**src/rtl/pc_seq_pkg.sv**
```systemverilog
// pc_seq_pkg: shared state encoding, instruction size and default vectors for pc_sequencer
package pc_seq_pkg;
   typedef enum logic [1:0] {IDLE, FETCH, ISSUE, HALTED} state_t;
   localparam logic [31:0] INSN_BYTES = 32'd4;
   localparam logic [31:0] DEF_RESET_VECTOR = 32'h0000_0000;
   localparam logic [31:0] DEF_TRAP_VECTOR = 32'h0000_0080;
   function automatic logic [31:0] align(input logic [31:0] a);
      return {a[31:2], 2'b00};
   endfunction
endpackage

```
**src/rtl/pc_next_sel.sv**
```systemverilog
// pc_next_sel: next fetch address select (jump > branch > sequential), targets word aligned
// Ports: pc (current instruction address), jump/jump_target, branch_taken/branch_target,
//        next_pc (aligned next fetch address; sequential case wraps modulo 2^32)
module pc_next_sel
   import pc_seq_pkg::*;
(
   input  logic [31:0] pc,
   input  logic        jump,
   input  logic [31:0] jump_target,
   input  logic        branch_taken,
   input  logic [31:0] branch_target,
   output logic [31:0] next_pc
);
   assign next_pc = jump ? align(jump_target) : branch_taken ? align(branch_target) : pc + INSN_BYTES;
endmodule

```
**src/rtl/pc_sequencer.sv**
```systemverilog
// pc_sequencer: instruction fetch sequencer (fetch -> issue handshake -> redirect/halt)
// Ports: clk, rst_n (sync, active-low); imem_req/imem_addr/imem_ack/imem_rdata fetch port;
//        inst/pc/inst_valid/inst_ready downstream handshake; jump/branch_taken + targets and
//        halt sampled on the issue handshake only.
// Optional: PC_TRAP_EN adds TRAP_VECTOR, trap input and epc output.
module pc_sequencer
   import pc_seq_pkg::*;
#(
   parameter logic [31:0] RESET_VECTOR = DEF_RESET_VECTOR
`ifdef PC_TRAP_EN
   , parameter logic [31:0] TRAP_VECTOR = DEF_TRAP_VECTOR
`endif
) (
   input  logic        clk,
   input  logic        rst_n,
   output logic        imem_req,
   output logic [31:0] imem_addr,
   input  logic        imem_ack,
   input  logic [31:0] imem_rdata,
   output logic [31:0] inst,
   output logic [31:0] pc,
   output logic        inst_valid,
   input  logic        inst_ready,
   input  logic        jump,
   input  logic        branch_taken,
   input  logic [31:0] jump_target,
   input  logic [31:0] branch_target,
   input  logic        halt
`ifdef PC_TRAP_EN
   , input  logic        trap
   , output logic [31:0] epc
`endif
);
   state_t state, state_nxt;
   logic [31:0] fetch_pc, next_pc;
   logic trap_take, ack_take, hs;
   pc_next_sel u_sel (
      .pc(pc),
      .jump(jump),
      .jump_target(jump_target),
      .branch_taken(branch_taken),
      .branch_target(branch_target),
      .next_pc(next_pc)
   );
`ifdef PC_TRAP_EN
   assign trap_take = trap && (state == FETCH || state == ISSUE);
`else
   assign trap_take = 1'b0;
`endif
   // a trap aborts both a pending fetch and an offered instruction
   assign ack_take = state == FETCH && imem_ack && !trap_take;
   assign hs = state == ISSUE && inst_ready && !trap_take;
   assign imem_addr = fetch_pc;
   always_comb begin
      imem_req = state == FETCH;
      inst_valid = state == ISSUE;
      state_nxt = trap_take ? FETCH :
                  state == IDLE ? FETCH :
                  ack_take ? ISSUE :
                  hs ? (halt ? HALTED : FETCH) : state;
   end
   always_ff @(posedge clk) begin
      if (!rst_n) state <= IDLE;
      else state <= state_nxt;
   end
   always_ff @(posedge clk) begin
      if (!rst_n) begin
         fetch_pc <= RESET_VECTOR;
         pc <= RESET_VECTOR;
         inst <= '0;
      end else begin
         if (ack_take) begin
            inst <= imem_rdata;
            pc <= fetch_pc;
         end
         if (hs) fetch_pc <= next_pc;
`ifdef PC_TRAP_EN
         if (trap_take) fetch_pc <= TRAP_VECTOR;
`endif
      end
   end
`ifdef PC_TRAP_EN
   always_ff @(posedge clk) begin
      if (!rst_n) epc <= '0;
      else if (trap_take) epc <= pc;
   end
`endif
endmodule
```
**config.mk**
```make
export PLATFORM = sky130hd
export DESIGN_NAME = pc_sequencer
export DESIGN_NICKNAME = d
export VERILOG_FILES = /design/src/rtl/pc_seq_pkg.sv /design/src/rtl/pc_next_sel.sv /design/src/rtl/pc_sequencer.sv
export SDC_FILE = /design/constraint.sdc
export NUM_CORES = 1
export LEC_CHECK = 0
export BUFFER_PORTS_ARGS = -buffer_cell sky130_fd_sc_hd__buf_2
export CAP_MARGIN = 20
export CORE_ASPECT_RATIO = 0.8
export CORE_MARGIN = 1.5
export CORE_UTILIZATION = 43
export CTS_BUF_LIST = sky130_fd_sc_hd__clkbuf_16
export DETAILED_ROUTE_END_ITERATION = 7
export PLACE_DENSITY = 0.88
export SLEW_MARGIN = 5
export SYNTH_ARGS = -nofsm -noshare
export SYNTH_HDL_FRONTEND = slang
export SYNTH_HIERARCHICAL = 1
export SYNTH_SLANG_ARGS = --single-unit
```
**constraint.sdc**
```tcl
create_clock -name clk -period 1.9 [get_ports clk]
set_clock_uncertainty 0.05 [all_clocks]
set_input_delay 0.19 -clock clk [delete_from_list [all_inputs] [get_ports clk]]
set_output_delay 0.19 -clock clk [all_outputs]
set_load 0.02 [all_outputs]
```
Word-level counts from Yosys, hierarchy flattened
Cells that the tools add are included.
{"block": "classes", "div": 0, "n_eq_ne": 2, "shift": 0, "addsub": 1, "magnitude_cmp": 0, "n_reduce_logical": 6, "bitwise": 1, "mul": 0, "mux": 6}
{"cell": "2-to-1 mux 32 bit", "count": 2}
{"cell": "adder 32 x 3 -> 32 bit (second input constant)", "count": 1}
{"cell": "2-to-1 mux 2 bit", "count": 3}
{"cell": "nonzero test 3 bit", "count": 1}
{"cell": "equality test 2 x 1 -> 1 bit (second input constant)", "count": 1}
{"cell": "equality test 2 bit (second input constant)", "count": 1}
{"cell": "logical AND 1 bit", "count": 2}
{"cell": "zero test 2 bit", "count": 1}
{"cell": "nonzero test 2 bit", "count": 1}
{"cell": "OR reduction 2 bit", "count": 1}
{"cell": "2-to-1 mux 1 bit", "count": 1}
{"cell": "inverter 1 bit", "count": 1}
{"block": "word_totals", "input_bits": 103, "rom_bits": 0, "latchBits": 0, "register_bits": 98, "mem_bits_rw": 0, "memories": 0}

Logic depth before layout (Yosys ltp)
Gate-level depths: netlist of the first run.
{"block": "depth", "depth_word": 5, "depth_mapped": 8, "depth_no_buf": 8}

Hierarchy
Netlist of the first run, hierarchy kept.
{"mod": "pc_sequencer", "cells_each": 403, "instances": 1, "seq_area_each_um2": 1961.9, "area_per_inst_um2": 3558.4}
{"mod": "pc_next_sel", "cells_each": 172, "instances": 1, "seq_area_each_um2": 0.0, "area_per_inst_um2": 1107.3}

Least setup slack after synthesis of the first run
No wires, ideal clock.
{"block": "synth_path", "path_type": "register to register", "from": "reg pc[2]", "to": "reg fetch_pc[30], in the netlist imem_addr[30]", "synth_period_minus_slack_ns": 2.039, "setup_slack_ns": -0.139, "required_time_ns": 1.781, "path_stages_with_launch": 9, "arrival_ns": 1.921, "setup_time_ns": 0.069, "path_cell_list": "dfxtp_1 > ha_1 > nand3_1 > nor4_4 > nand3_1 > xor2_1 > o221ai_1 > nand3_1 > o21ai_1"}
{"block": "synth_via", "elab_chain_len": 3}
{"element": "start: declaration", "line": "pc_sequencer.sv:21", "text": "output logic [31:0] pc,"}
{"element": "start signal: assignment", "line": "pc_sequencer.sv:74", "text": "pc <= fetch_pc;"}
{"element": "adder 32 x 3 -> 32 bit", "line": "pc_next_sel.sv:14", "text": "assign next_pc = jump ? align(jump_target) : branch_taken ? align(branch_target) : pc + INSN_BYTES;"}
{"element": "2-to-1 mux 32 bit (2 in series)", "line": "pc_next_sel.sv:14"}
{"element": "via next_pc[30]", "line": "pc_sequencer.sv:35", "text": "logic [31:0] fetch_pc, next_pc;"}
{"element": "end signal: assignment", "line": "pc_sequencer.sv:76", "text": "if (hs) fetch_pc <= next_pc;"}
{"element": "end: declaration", "line": "pc_sequencer.sv:35"}
The timed path passes the listed nets, and every way through them passes these cells.
A chain may end at the register's enable or synchronous reset.

Worst setup path after layout of the first run
{"block": "layout_path", "from": "reg pc[9]", "to": "reg fetch_pc[21], in the netlist imem_addr[21]"}
Same word-level chain as after synthesis.

==> summary.md, run 1 <==
| Metric | Value |
|---|---|
| Routed wl met2 | `5.713 mm` |
| TritonCTS Sinks | `98` |
| Largest net degree at the start of global routing | `54` |
| Placement Rows | `33` |
| Tcrit/Tclk final | `93.81%` |
| Total Wirelength | `12.61 mm` |
| Top Metal Used | `met4` |
| Initial antenna violation count | `0` |
| Via count | `4,716` |
| Max Slew Vio Count | `0` |
| CP arrival | `1.99 ns` |
| CP Buf/Inv Count | `2` |
| Status | `complete, no violations` |
| # hold bufs at CTS | `0` |
| FMAX | `0.5611 GHz` |
| Critical path type | `flip-flop to flip-flop` |
| GR Overflow Total | `0` |
| Hpwl dp | `9.306 mm` |
| Syn avg cell area | `8.114 sq um` |
| # diodes | `0` |
| Initial DRC count | `304` |
| Core Region | `0.01041 sq mm` |
| Cell family with most CP delay | `simple AND/OR/NAND/NOR gates` |
| Tot GR Track Use | `21.52%` |
| Synth Instances | `575` |
| Register bit total from synthesis | `98` |
| M1 wire length | `5.846 mm` |
| Area Overhead vs Synth | `32.53%` |
| Final hold viol count | `0` |
| Min cycle time layout | `1.782 ns` |
| DIE AREA | `0.01149 sq mm` |
| Drt first pass iters | `5` |
| Post-synthesis sequential area ratio | `42.05%` |
| Routability Congestion | `0.9073` |
| Synth Net Count | `679` |
| Max Cap Violations | `0` |
| Clock root cell | `clkbuf_16` |
| RSZ-0062 raised after global routing | `true` |
| CTS clk-pin slew, worst paths | `0.07 ns` |
| Post-synthesis cell type count | `47` |
| Startpoint Class | `flip-flop` |
| Routed met3 length | `908 um` |
| Worst skew pair latency | `0.34 ns` |
| Worst-path cell chain | `nand4_4 -> buf_4 -> nor4_4 -> buf_6 -> nand4_1 -> xor2_1 -> o21ai_0 -> nand3_1 -> o21ai_1` |
| Slew @ Worst Pin | `1.109 ns` |
| Layout cell share with drive strength beyond 1 | `37.61%` |
| Setup TNS Final | `0 ns` |
| Num CTS Buffers | `9` |
| Max VDD drop | `0.5242 mV` |
| Worst hold path class | `primary input to flip-flop` |
| Initial Util | `44.84%` |
| Power density cells | `699.4 mW/mm^2` |
| Clock buffer depth | `2` |
| FFs w/ async S/R, synth | `0%` |
| H-Tree Depth | `3` |
| Synthesized cell area | `0.004666 sq mm` |
| P_leak | `2.770 nW` |
| Main synth FF type | `dfxtp_1` |
| Die extent in x | `119.5 um` |
| Slowest CP cell | `dfxtp_2` |
| Total power draw | `0.004325 W` |
| Worst EP required | `2.11 ns` |
| Final ANT Viol Nets | `0` |
| Drt wl/cell | `13.85 um` |
| EDFF count, synth | `0` |
| DRC violations left | `0` |
| Max-slew headroom | `25.78%` |
| CP peak stage delay | `0.35 ns` |
| First-pass GRT wire length | `19.73 mm` |
| Critical path endpoint category | `flip-flop` |
| IO buf count | `196` |
| Endpoints failing setup | `0` |
| Final-layout fill cell count | `953` |
| I/O pin total | `201` |
| Vias in the first global route | `4,131` |
| CTS tree | `built` |
| Vias per cell | `5.177` |
| Fin nets | `872` |
| Total number of yosys warnings | `6` |
| Crit path max fanout | `7` |
| Die Y | `96.17 um` |
cells by family after synthesis:
kind of cell | synth area share (%)
DFF | 42.05
and+or+nand+nor | 26.01
muxes | 1.126
AOI/OAI and AO/OA | 18.34
adders and majority gates | 0.2681
xor gates and xnor gates | 4.881
buffers and inverters | 7.321
per-layer routing:
metal / global-route usage (%) / vias to the layer above
met2: 35.49 / 161
met1: 27.31 / 2118
met3: 6.280 / 11
met4: 7.044 / 0
li1: - / 2426
met5: 0 / -
timing repair:
action | in CTS | in global routing
buffers inserted | 0 | 1
gates resized for setup | 0 | 17
setup endpoints to repair | 0 | 13
path summary, 6_finish.rpt:
check        depth (start not counted)            from             to  slack [ns]
max                                  9           pc[9]  imem_addr[21]        0.12
min reg2reg                          2   imem_addr[10]         pc[10]        0.41
max reg2reg                          9           pc[9]  imem_addr[21]        0.12
min                                  3  imem_rdata[15]       inst[15]        0.04
worst register-to-register path, stage by stage, from the launching register on:
cell     delay (ns)
dfxtp_2        0.35
nand4_4        0.10
buf_4          0.17
nor4_4         0.26
buf_6          0.17
nand4_1        0.11
xor2_1         0.16
o21ai_0        0.14
nand3_1        0.10
o21ai_1        0.10
cell type report:
cell class	instances	area, sq um	area share (%)
clock buffer	9	225.2	3.642
sequential	98	1996	32.27
timing repair buffer	231	1316	21.29
clock inverter	5	33.78	0.5463
inverter	8	30.03	0.4856
multi-input combinational	420	2407	38.93
tap	140	175.2	2.833
metrics by stage:
stage | std cells | setup WS, ns | instance area, sq um | util [%] | hold slack [ns]
CTS | 910 | 0.01671 | 6113 | 58.75 | 0.02302
floorplan | 575 | 0.007496 | 4688 | - | 0.2444
global route | 911 | -0.02702 | 6183 | 59.43 | 0.03607
finish | 911 | 0.1176 | 6183 | 59.43 | 0.03518
global placement | 896 | 0.06948 | 5854 | 56.27 | 0.3839
detailed placement | 896 | 0.03301 | 5854 | 56.27 | 0.3911
where the power goes:
part	leakage, nW	total [W]	switching, W	internal, W
Combinational	1.84	0.000564	0.000342	0.000222
Clock	0.123	0.00163	0.000758	0.000870
Sequential	0.803	0.00213	0.0000314	0.00210
layout by cell type (no fill, tap or decap), types with 6 or more instances in the layout:
master     count
inv_1          8
buf_4         29
clkbuf_16      9
a22oi_1       13
xor2_1        18
nand4_1        7
nand3_1      101
o21ai_1       52
nor2_1        10
o21ai_0       64
o22ai_1        6
nand3_2        7
dfxtp_1       83
dfxtp_2        9
nand2_1       82
xnor2_1        8
dfxtp_4        6
a21oi_1        9
buf_2        195
sequential cells by signal (all words and copies together), names as in the netlist:
register,count
pc,32
imem_addr,32
inst,32
state,2
cell usage after synthesis (2+ instances only):
| master | count | share of area [%] |
|---|---|---|
| clkbuf_1 | 16 | 1.3 |
| buf_12 | 2 | 0.86 |
| buf_6 | 9 | 2.2 |
| nand3_2 | 6 | 1.3 |
| nor4_4 | 2 | 0.91 |
| and2_1 | 2 | 0.27 |
| clkbuf_2 | 5 | 0.54 |
| o22ai_1 | 6 | 0.80 |
| nand4_1 | 7 | 0.94 |
| o21ai_2 | 5 | 0.94 |
| o21ai_0 | 66 | 7.1 |
| xor2_1 | 18 | 3.4 |
| and3_1 | 3 | 0.40 |
| nor2_1 | 10 | 0.80 |
| o21ai_1 | 50 | 5.4 |
| xnor2_1 | 8 | 1.5 |
| mux2_2 | 2 | 0.48 |
| inv_1 | 8 | 0.64 |
| mux2i_1 | 3 | 0.64 |
| nor3_1 | 4 | 0.43 |
| a22oi_1 | 13 | 2.1 |
| buf_2 | 17 | 1.8 |
| a21oi_1 | 9 | 0.97 |
| dfxtp_1 | 98 | 42 |
| nand3_1 | 103 | 11 |
| nand2_1 | 82 | 6.6 |
Power figures use the tool's default switching activity.
==> run 2, diff against run 1 <==
--- a/config.mk
+++ b/config.mk
@@ -5,14 +5,15 @@
 export SDC_FILE = /design/constraint.sdc
 export NUM_CORES = 1
 export LEC_CHECK = 0
+export ABC_AREA = 1
 export BUFFER_PORTS_ARGS = -buffer_cell sky130_fd_sc_hd__buf_2
 export CAP_MARGIN = 20
 export CORE_ASPECT_RATIO = 0.8
 export CORE_MARGIN = 1.5
-export CORE_UTILIZATION = 43
+export CORE_UTILIZATION = 45
 export CTS_BUF_LIST = sky130_fd_sc_hd__clkbuf_16
 export DETAILED_ROUTE_END_ITERATION = 7
-export PLACE_DENSITY = 0.88
+export PLACE_DENSITY = 0.9
 export SLEW_MARGIN = 5
 export SYNTH_ARGS = -nofsm -noshare
 export SYNTH_HDL_FRONTEND = slang
==> run 2 against run 1 <==
Sequential share of layout area down 2.7 points. Global-route usage is 7.0 points higher. First-iteration DRC count is 94% higher. Highest routed layer unchanged. Register-to-register slack worse by 0.02 ns. Combinational power increased by 15%. Sequential power hardly changed. Setup slack lost 0.023 ns.
==> summary.md, run 2 <==
| Metric | Value |
|---|---|
| Routability Congestion | `0.9579` |
| Critical path type | `flip-flop to flip-flop` |
| CP peak stage delay | `0.36 ns` |
| Tot GR Track Use | `28.50%` |
| Initial antenna violation count | `0` |
| IO buf count | `196` |
| Area Overhead vs Synth | `29.04%` |
| Tcrit/Tclk final | `95.02%` |
| Synth Net Count | `912` |
| Synth top cells by count | `249 x nand2_1, 128 x nand3_1, 111 x a21oi_1` |
| Num CTS Buffers | `9` |
| Placed insts | `1,123` |
| Worst hold path class | `primary input to flip-flop` |
| Syn avg cell area | `6.389 sq um` |
| Slew @ Worst Pin | `0.7059 ns` |
| Synthesized cell area | `0.005162 sq mm` |
| Dpl ws | `0.1349 ns` |
| Hold Startpoint | `rst_n` |
| Drt wl/cell | `15.13 um` |
| Placement Rows | `34` |
| CP arrival | `2.04 ns` |
| Die extent in x | `122.8 um` |
| H-Tree Depth | `3` |
| CTS clk-pin slew, worst paths | `0.07 ns` |
| Synth area leader | `dfxtp_1` |
| Register bit total from synthesis | `98` |
| EDFF count, synth | `0` |
| Worst Hold Path EP | `state[0]` |
| Max Cap Violations | `0` |
| I/O pin total | `201` |
| Core Region | `0.01102 sq mm` |
| Min cycle time layout | `1.805 ns` |
| Total Wirelength | `17.24 mm` |
| Cell Count, Final, Fillers Out | `1,140` |
| Post-route cell area | `0.006661 sq mm` |
| Status | `complete, no violations` |
| FMAX | `0.5539 GHz` |
| Post-synthesis sequential area ratio | `38.00%` |
| Top Metal Used | `met4` |
| Top cells by area, synth | `dfxtp_1 38%, nand2_1 18%, nand3_1 12%` |
| Hpwl dp | `12.31 mm` |
| Hold depth | `3` |
| Max VDD drop | `0.6299 mV` |
| Final ANT Viol Nets | `0` |
| DIE AREA | `0.01213 sq mm` |
| Util after Layout | `60.46%` |
| Routed met3 length | `1.711 mm` |
| Drt first pass iters | `6` |
| Worst EP required | `2.14 ns` |
| TritonCTS Sinks | `98` |
| Most used cell, CP | `nand3_1` |
| Critical Path Source | `pc[2]` |
| Slowest CP cell | `dfxtp_1` |
| Setup ws final | `0.09469 ns` |
| # diodes | `0` |
| R2r endpoint | `imem_addr[16]` |
| Post-DP Area | `0.006321 sq mm` |
| Startpoint Class | `flip-flop` |
| CTS tree | `built` |
| Synth top area share | `38.00%` |
| Commonest non-fill, non-tap cell in the layout | `nand2_1` |
| Post-synthesis cell type count | `30` |
| Crit path max fanout | `5` |
| Synth Instances | `808` |
| Critical path endpoint category | `flip-flop` |
| Via count | `6,143` |
| Most common cell in the synthesized netlist | `nand2_1` |
| GR Overflow Total | `0` |
| M1 wire length | `7.413 mm` |
| Largest net degree at the start of global routing | `65` |
| Worst-path cell chain | `ha_2 -> nand3_1 -> nor2_2 -> nand4_1 -> nand2_1 -> nor2_1 -> o21ai_1 -> nand3_1 -> a21oi_1` |
| Final hold viol count | `0` |
| RSZ-0062 raised after global routing | `true` |
| Reg2reg path depth | `9` |
| Endpoints failing setup | `0` |
| Total number of yosys warnings | `6` |
| Max Slew Vio Count | `0` |
| Main synth FF type | `dfxtp_1` |
| Die Y | `98.80 um` |
| # hold bufs at CTS | `0` |
| Internal reg-to-reg setup slack | `0.09 ns` |
| FFs w/ async S/R, synth | `0%` |
| Most frequent cells in the layout | `248 x nand2_1, 196 x buf_2, 127 x nand3_1, 111 x a21oi_1, 91 x dfxtp_1` |
| Routed wl met2 | `7.850 mm` |
| DRC violations left | `0` |
| P_leak | `2.839 nW` |
| R2r startpoint | `pc[2]` |
| Clock root cell | `clkbuf_16` |
| Power density cells | `692.0 mW/mm^2` |
| Layout cell share with drive strength beyond 1 | `27.61%` |
| Initial DRC count | `590` |
| Clock buffer depth | `2` |
| Initial Util | `46.85%` |
| Max-slew headroom | `52.94%` |
| Hold slack | `0.04044 ns` |
| Vias per cell | `5.389` |
| First-pass GRT wire length | `27.55 mm` |
| Vias in the first global route | `5,727` |
| Worst skew pair latency | `0.35 ns` |
| Fin nets | `1,095` |
## run 2: logic make-up (layout without fill, tap and decap cells)
family | count (synthesis) | after routing | share of synthesized area [%]
compound gates | 131 | 131 | 12.94
xor+xnor | 6 | 6 | 1.018
fa+ha+maj | 1 | 1 | 0.2423
buf+inv | 86 | 274 | 7.804
flops | 98 | 98 | 38.00
simple gates | 486 | 486 | 39.99
## run 2: worst max path at each step
stage	end	slack, ns	depth (start not counted)
6_report	imem_addr[16]	0.09	9
2_1_floorplan	imem_addr[20]	0.16	12
3_3_place_gp	imem_addr[12]	0.20	9
3_5_place_dp	imem_addr[24]	0.13	11
5_1_grt	imem_addr[20]	-0.02	11
4_1_cts	imem_addr[20]	0.11	11
## run 2: layout make-up
cell class              count  area (sq um)
well taps                 144         180.2
repair buffers            226          1256
clock buffers               9         225.2
clock inverters             7         68.82
flip-flops and latches     98          1971
inverters                  32         120.1
fillers                  1091          4357
multi-input cells         624          2840
## run 2: what timing repair did
action                     in CTS  in global routing
buffers inserted                0                  1
resized for setup               0                 17
setup endpoints to repair       0                 14
## run 2: where the power goes
part           internal, W  leakage [nW]  switching [W]  total, W
logic             0.000232          1.89       0.000417  0.000649
clock network      0.00102         0.149       0.000809   0.00183
registers          0.00210         0.797      0.0000315   0.00213
total              0.00335          2.84        0.00126   0.00461
## run 2: worst max-delay path, delay by kind of cell, from the launching register on
kind            cells  cell delay (ns)
flops               1             0.36
compound gates      2             0.33
fa+ha+maj           1             0.22
simple gates        6             0.79
## run 2: per-stage QoR
stage               setup TNS (ns)  power [W]
floorplan                        0   0.002568
global placement                 0   0.002807
detailed placement               0   0.002818
CTS                              0   0.004628
global route              -0.02762   0.004781
finish                           0   0.004609
## run 2: layer usage
layer  vias up  track usage, %
li1       2998               -
met3        34           7.755
met1      2821           38.90
met5         -               0
met2       290           44.15
met4         0           8.050
